File: src/rtl/sar_capdac_ctrl.sv
// SAR capacitor-DAC controller.
// Sequences a binary-search conversion on a split capacitor array: samples the
// top plate for SAMPLE_CYCLES clocks, then resolves one bit per clock from MSB
// to LSB using the comparator decision, and publishes the final code.
// The diff-cap bank is always driven with the complement of the main bank.
// Optional feature macro: SAR_CAPDAC_CAL_EN -- when defined, an idle controller
// drives cal_code onto the main bank while cal_mode is high.
module sar_capdac_ctrl #(
    parameter int NBITS         = 16,
    parameter int SAMPLE_CYCLES = 2
) (
    input  logic             clk,
    input  logic             rst,
    input  logic             start,
    input  logic             comp_out,
    input  logic             cal_mode,
    input  logic [NBITS-1:0] cal_code,
    output logic [NBITS-1:0] cap_botplate_m,
    output logic [NBITS-1:0] cap_botplate_d,
    output logic             sample,
    output logic             busy,
    output logic [NBITS-1:0] result,
    output logic             result_valid
);

    // Sample counter runs 0..SAMPLE_CYCLES-1; keep at least one bit.
    localparam int CW = (SAMPLE_CYCLES > 1) ? $clog2(SAMPLE_CYCLES) : 1;
    // Trial-bit index runs NBITS-1..0.
    localparam int KW = $clog2(NBITS);

    localparam logic [CW-1:0]    CNT_LAST = CW'(SAMPLE_CYCLES - 1);
    localparam logic [KW-1:0]    K_TOP    = KW'(NBITS - 1);
    localparam logic [NBITS-1:0] MSB_ONLY = {1'b1, {(NBITS-1){1'b0}}};

    typedef enum logic [1:0] {
        ST_IDLE,
        ST_SAMPLE,
        ST_CONVERT,
        ST_DONE
    } state_t;

    state_t           state;
    logic [CW-1:0]    sample_cnt;
    logic [KW-1:0]    bit_idx;
    logic [NBITS-1:0] trial_next;
    logic [NBITS-1:0] idle_code;

`ifdef SAR_CAPDAC_CAL_EN
    // Idle bank drive follows the calibration request.
    assign idle_code = cal_mode ? cal_code : '0;
`else
    // Calibration disabled: ports exist but the idle bank stays discharged.
    assign idle_code = '0;
    logic unused_cal;
    assign unused_cal = ^{cal_mode, cal_code};
`endif

    // The diff bank mirrors the main bank at all times, including reset.
    assign cap_botplate_d = ~cap_botplate_m;

    // Next main-bank code for one binary-search step: resolve the current
    // trial bit from the comparator and raise the next lower trial bit.
    always_comb begin
        trial_next          = cap_botplate_m;
        trial_next[bit_idx] = comp_out;
        if (bit_idx != '0) begin
            trial_next[bit_idx - 1'b1] = 1'b1;
        end
    end

    // Conversion sequencer with registered bank drive and status outputs.
    always_ff @(posedge clk or posedge rst) begin
        if (rst) begin
            state          <= ST_IDLE;
            cap_botplate_m <= '0;
            sample         <= 1'b0;
            busy           <= 1'b0;
            result         <= '0;
            result_valid   <= 1'b0;
            sample_cnt     <= '0;
            bit_idx        <= K_TOP;
        end else begin
            case (state)
                ST_IDLE: begin
                    result_valid <= 1'b0;
                    if (start) begin
                        // start wins over a concurrent calibration request
                        state          <= ST_SAMPLE;
                        sample         <= 1'b1;
                        busy           <= 1'b1;
                        cap_botplate_m <= '0;
                        sample_cnt     <= '0;
                    end else begin
                        cap_botplate_m <= idle_code;
                    end
                end

                ST_SAMPLE: begin
                    if (sample_cnt == CNT_LAST) begin
                        state          <= ST_CONVERT;
                        sample         <= 1'b0;
                        cap_botplate_m <= MSB_ONLY;
                        bit_idx        <= K_TOP;
                    end else begin
                        sample_cnt <= sample_cnt + 1'b1;
                    end
                end

                ST_CONVERT: begin
                    cap_botplate_m <= trial_next;
                    if (bit_idx == '0) begin
                        state        <= ST_DONE;
                        result       <= trial_next;
                        result_valid <= 1'b1;
                    end else begin
                        bit_idx <= bit_idx - 1'b1;
                    end
                end

                ST_DONE: begin
                    // calibration requests are not honoured on this edge
                    state          <= ST_IDLE;
                    result_valid   <= 1'b0;
                    busy           <= 1'b0;
                    cap_botplate_m <= '0;
                end

                default: begin
                    state          <= ST_IDLE;
                    sample         <= 1'b0;
                    busy           <= 1'b0;
                    result_valid   <= 1'b0;
                    cap_botplate_m <= '0;
                end
            endcase
        end
    end

endmodule

File: config.mk
export PLATFORM = sky130hd
export DESIGN_NAME = sar_capdac_ctrl
export DESIGN_NICKNAME = d
export VERILOG_FILES = /design/src/rtl/sar_capdac_ctrl.sv
export SDC_FILE = /design/constraint.sdc
export NUM_CORES = 1
export LEC_CHECK = 0
export ABC_AREA = 1
export CAP_MARGIN = 15
export CORE_ASPECT_RATIO = 1.75
export CORE_MARGIN = 3
export CORE_UTILIZATION = 35
export CTS_CLUSTER_SIZE = 28
export DETAILED_ROUTE_END_ITERATION = 8
export GPL_TIMING_DRIVEN = 0
export MAX_ROUTING_LAYER = met4
export SYNTH_ARGS = -nofsm -noshare
export SYNTH_HDL_FRONTEND = slang
export SYNTH_SLANG_ARGS = --single-unit
File: constraint.sdc
create_clock -name clk -period 2.27 [get_ports clk]
set_input_delay 0.3405 -clock clk [delete_from_list [all_inputs] [get_ports clk]]
set_output_delay 0.3405 -clock clk [all_outputs]
set_load 0.01 [all_outputs]
After elaboration in Yosys (flattened, before gate mapping)
Cells that the tools add are included.

storage, ports and cells
  output and inout bits = 51
  memories kept = 0
  flip-flop bits (word level) = 42
  bits in read-only memories = 0
  bits in writable memories = 0
  word-level logic and storage cells = 64
  bits in latches = 0
  bits of input ports = 21

operators by class
  reductions and logical operators = 17
  add/subtract/negate cells = 2
  bitwise gates (word level) = 2
  div/mod/pow operators = 0
  $mul = 0
  equal/unequal tests = 7
  shift operators = 0
  $lt $le $gt $ge = 4
  multiplexer cells = 24

operator list
  cell                 number
  $pmux 16 s3          1
  $mux 16              2
  $bwmux 16            1
  $not 16->16          1
  $or 16x16->16        1
  $lt 4x5->1 const B   2
  $reduce_and 3->1     3
  $demux 1 s4          2
  $ge 4x1->1 const B   2
  $mux 4               2
  $ne 2x2->1 const B   4
  $pmux 1 s2           4
  $pmux 2 s4           1
  $pmux 4 s2           1
  $reduce_and 2->1     4
  $reduce_bool 2->1    4
  $mux 1               7
  $mux 2               3
  $eq 2x2->1 const B   2
  $logic_not 4->1      1
  $reduce_bool 4->1    1
  $sub 4x1->4 const B  1
  $eq 2x1->1 const B   1
  $logic_and 1x1->1    2
  other kinds (3)      3

Longest topological paths before layout
  depth after elaboration = 8
  depth in mapped cells = 10
  gate-level depth less buffers = 9

Least setup slack after synthesis
No wires, ideal clock.

  kind = register to register
  start = register bit_idx[0]
  end = register result[13]
  path buffers = 1
  data required time = 2.153 ns
  period minus slack after synthesis = 1.683 ns
  slack = 0.587 ns
  data arrival time = 1.567 ns
  library setup time = 0.117 ns
  cell stages (with the launch flop) = 11
  path through = dfstp_2 > inv_1 > ha_1 > buf_2 > or2_1 > nand2_2 > inv_2 > nand3_1 > nand2_1 > nand2_1 > nand2_1

on the way
  cells in the longest elaborated chain, start to end = 7
  elaborated cells on any way between the ends = 17
  those cells by class = 1 x add/sub; 4 x order compare; 6 x mux; 1 x bitwise; 5 x reduce/logical

RTL lines
  element                                                            RTL line  source
  from (decl)                                                        44        logic [KW-1:0] bit_idx;
  from (signal assigned)                                             116       bit_idx <= bit_idx - 1'b1;
  $sub 4x1->4, or another cell as far along                          67        trial_next[bit_idx - 1'b1] = 1'b1;
  $lt 4x5->1 (implied by the code), or another cell as far along     67
  $logic_and 1x1->1 (implied by the code) or $mux 1 (tied branches)  67, 65
  $mux 1 (implied by the code) or $demux 1 s4 (tied branches)        67, 65
  $demux 1 s4 or $bwmux 16 (tied branches)                           67, 65
  $or 16x16->16 (no source line)                                     n/a
  $mux 16                                                            66        if (bit_idx != '0) begin
  to (signal assigned)                                               113       result <= trial_next;
  to (decl)                                                          22        output logic [NBITS-1:0] result,

Parallel ways exist; a longest one is shown, timed or not.
A chain may end at the register's enable or synchronous reset.

Worst setup path after layout
  start = register bit_idx[0]
  end = register cap_botplate_m[5]

on the way
  cells in the longest elaborated chain, start to end = 8
  elaborated cells on any way between the ends = 16
  those cells by class = 1 x add/sub; 4 x order compare; 7 x mux; 1 x bitwise; 3 x reduce/logical

RTL lines
  element                                                            RTL line  source
  $sub 4x1->4, or another cell as far along                          67
  $lt 4x5->1 (implied by the code), or another cell as far along     67
  $logic_and 1x1->1 (implied by the code) or $mux 1 (tied branches)  67, 65
  $mux 1 (implied by the code) or $demux 1 s4 (tied branches)        67, 65
  $demux 1 s4 or $bwmux 16 (tied branches)                           67, 65
  $or 16x16->16 (no source line)                                     n/a
  $mux 16 (*)                                                        66
  $pmux 16 s3 (*)                                                    83        case (state)
  to (signal assigned)                                               94        cap_botplate_m <= idle_code;
  to (signal assigned)                                               110       cap_botplate_m <= trial_next;
  to (decl)                                                          18        output logic [NBITS-1:0] cap_botplate_m,

Every way passes the cells marked *; elsewhere a longest branch is shown, timed or not.

==> results.ini <==
[run_status]
outcome = complete, no violations

[synth]
syn_area_um2 = 2320
ys_seq_elements = 42
synthesis.nets = 347
ys_types = 28
syn_avg_cell_area_um2 = 7.33
yosys_warnings = 0
yosysSeqAreaShare = 0.455
syn_inst = 317

[floorplan]
core-area_um2 = 6320
start_util = 0.367
num_io_pins = 72
die_w_um = 67.6
num_rows = 38
dieHeight_um = 114
die_area_um2 = 7690

[sta]
rsz0062_at_grt = no
fmax_ghz = 0.521
slew_headroom = 0.421
hold_violations = 0
worst_slew_pin_slew_ns = 0.867
setup_viol = 0
fin_crit_ns = 1.92
tns_ns = 0
post-route-period-util = 0.846
fin_hold_ws_ns = 0.481
fin_skew_ns = 0.0124
maxSlewViolCount = 0

[clock_network]
clkTransAtPathRegs_ns = 0.08
cts_made_buffers = 5
cts_root_buffer = clkbuf_8
h-tree-depth = 2
cts.path.max_buffers = 2
cts_sinks = 42
cts_tree = built
cts.repair.resized = 0
post-cts-setup-buffer-count = 0
insertion_delay_ns = 0.30
ctsHoldBuffers = 0

[setup_path]
regToRegSetupSlack_ns = 0.35
crit_type = flip-flop to flip-flop
path_max_fanout = 10
endpoint_kind = flip-flop
worstPathArrival_ns = 2.10
start_kind = flip-flop
critical_path_required_ns = 2.45

[layout]
final_cell_mix = nand2_1 (145), clkdlybuf4s50_1 (54), dfrtp_1 (38), inv_1 (32), nand3_1 (19)
num_antenna_cells = 0
fin_cells = 459
finish.instance_area_um2 = 3060
synthToLayoutAreaGrowth_pct = 31.7
final_common_cell = nand2_1
final_net_count = 408
drive_gt1_frac = 0.0792

[global_routing]
grt-ovfl-total = 0
antenna_found_initial = 0
grt_max_degree = 43
grt_pass1_vias = 2104
grt_pass1_wl_um = 9960
grt.total_usage = 0.174

[placed_design]
numPortBuffers = 54
placed_cells = 451
place_hpwl_um = 4660
placed_area_um2 = 2960
gp_congestion = 0.892

[min_path]
hold_class = flip-flop to flip-flop

[drt]
drc = 0
wl_um = 5980
first_iter_violations = 109
via_per_inst = 4.66
antenna_left = 0
vias = 2137
wl_per_cell_um = 13.0
drtPass1Iterations = 4

[pwr]
finalPower_mw = 4.14
ir_worst_vdd_uv = 739
p_leak_nw = 1.56
power.density_nw_per_um2 = 1350

[run]
maxCapViolCount = 0

metrics by stage:
step                      utilization  setup WS [ns]
after floorplan                     -          0.587
after global placement          0.469         0.0569
after detailed placement        0.469          0.365
after CTS                       0.484          0.340
after global routing            0.484          0.168
final                           0.484          0.351
state kept, by name, indices dropped and copies added (netlist names):
name            flops
cap_botplate_m     16
result             16
bit_idx             4
state               2
busy                1
result_valid        1
sample              1
sample_cnt          1
layout make-up:
| class | instances | area (um^2) |
|---|---|---|
| fillers | 657 | 3270 |
| multi-input cells | 229 | 1080 |
| flip-flops and latches | 42 | 1060 |
| repair buffers | 54 | 541 |
| inverters | 38 | 145 |
| well taps | 80 | 100 |
| clock buffers | 6 | 82.6 |
| plain buffers | 8 | 43.8 |
| clock inverters | 2 | 12.5 |
worst max-delay path: stages, from the launching register on:
cell and delay (ns):
dfstp_2 0.56, inv_1 0.09, ha_1 0.20, buf_2 0.17, or2_1 0.23, nand2_2 0.13
inv_2 0.09, nand3_1 0.11, nand2_1 0.09, nand2_1 0.07, nand2_1 0.05
final timing paths:
check / end / depth (start not counted) / startpoint
hold reg to reg: result[2] / 2 / result[2]
hold / removal: result[2] / 2 / result[2]
min in group asynchronous: cap_botplate_m[3] / 2 / rst
max in group asynchronous: cap_botplate_m[5] / 2 / rst
setup reg to reg: cap_botplate_m[5] / 10 / bit_idx[0]
setup / recovery: cap_botplate_m[5] / 10 / bit_idx[0]
synthesized netlist by cell type:
cell type	count	area, um^2
a21oi_1	4	20.0
nor2_4	2	22.5
o21ai_0	17	85.1
inv_2	3	11.3
nor2_1	5	18.8
clkinv_1	1	3.75
o21ai_1	12	60.1
or2_1	1	6.26
a31oi_1	1	6.26
clkbuf_1	4	15.0
buf_4	1	7.51
dfstp_2	4	105
inv_1	33	124
dfrtp_1	38	951
a21boi_0	3	22.5
nand2_1	145	544
nor2_2	2	12.5
or2_2	1	6.26
buf_6	1	11.3
nor2_8	1	20.0
nand3_1	19	95.1
nor3_1	1	5.00
o22ai_1	1	6.26
buf_2	2	10.0
nand2_2	3	18.8
inv_4	1	6.26
ha_1	9	113
o211ai_1	2	15.0
where the power goes:
part           internal [mW]  switching (mW)
sequential              1.08           0.226
combinational          0.982            1.35
clock                  0.245           0.261
total                   2.31            1.83
per-layer routing:
metal,share of wire,GRT usage,up-vias
met1,0.40,0.201,984
met4,0.012,0.0447,0
met5,0,-,-
met2,0.55,0.310,47
met3,0.030,0.0207,5
li1,-,-,1101
cells by family after synthesis:
family	count (synthesis)	share of synthesized area
buffers and inverters	46	0.0814
AND/OR/NAND/NOR	180	0.323
AO/OA/AOI/OAI	40	0.0927
flip-flops	42	0.455
adder cells (fa/ha/maj)	9	0.0485
Power figures use the tool's default switching activity.
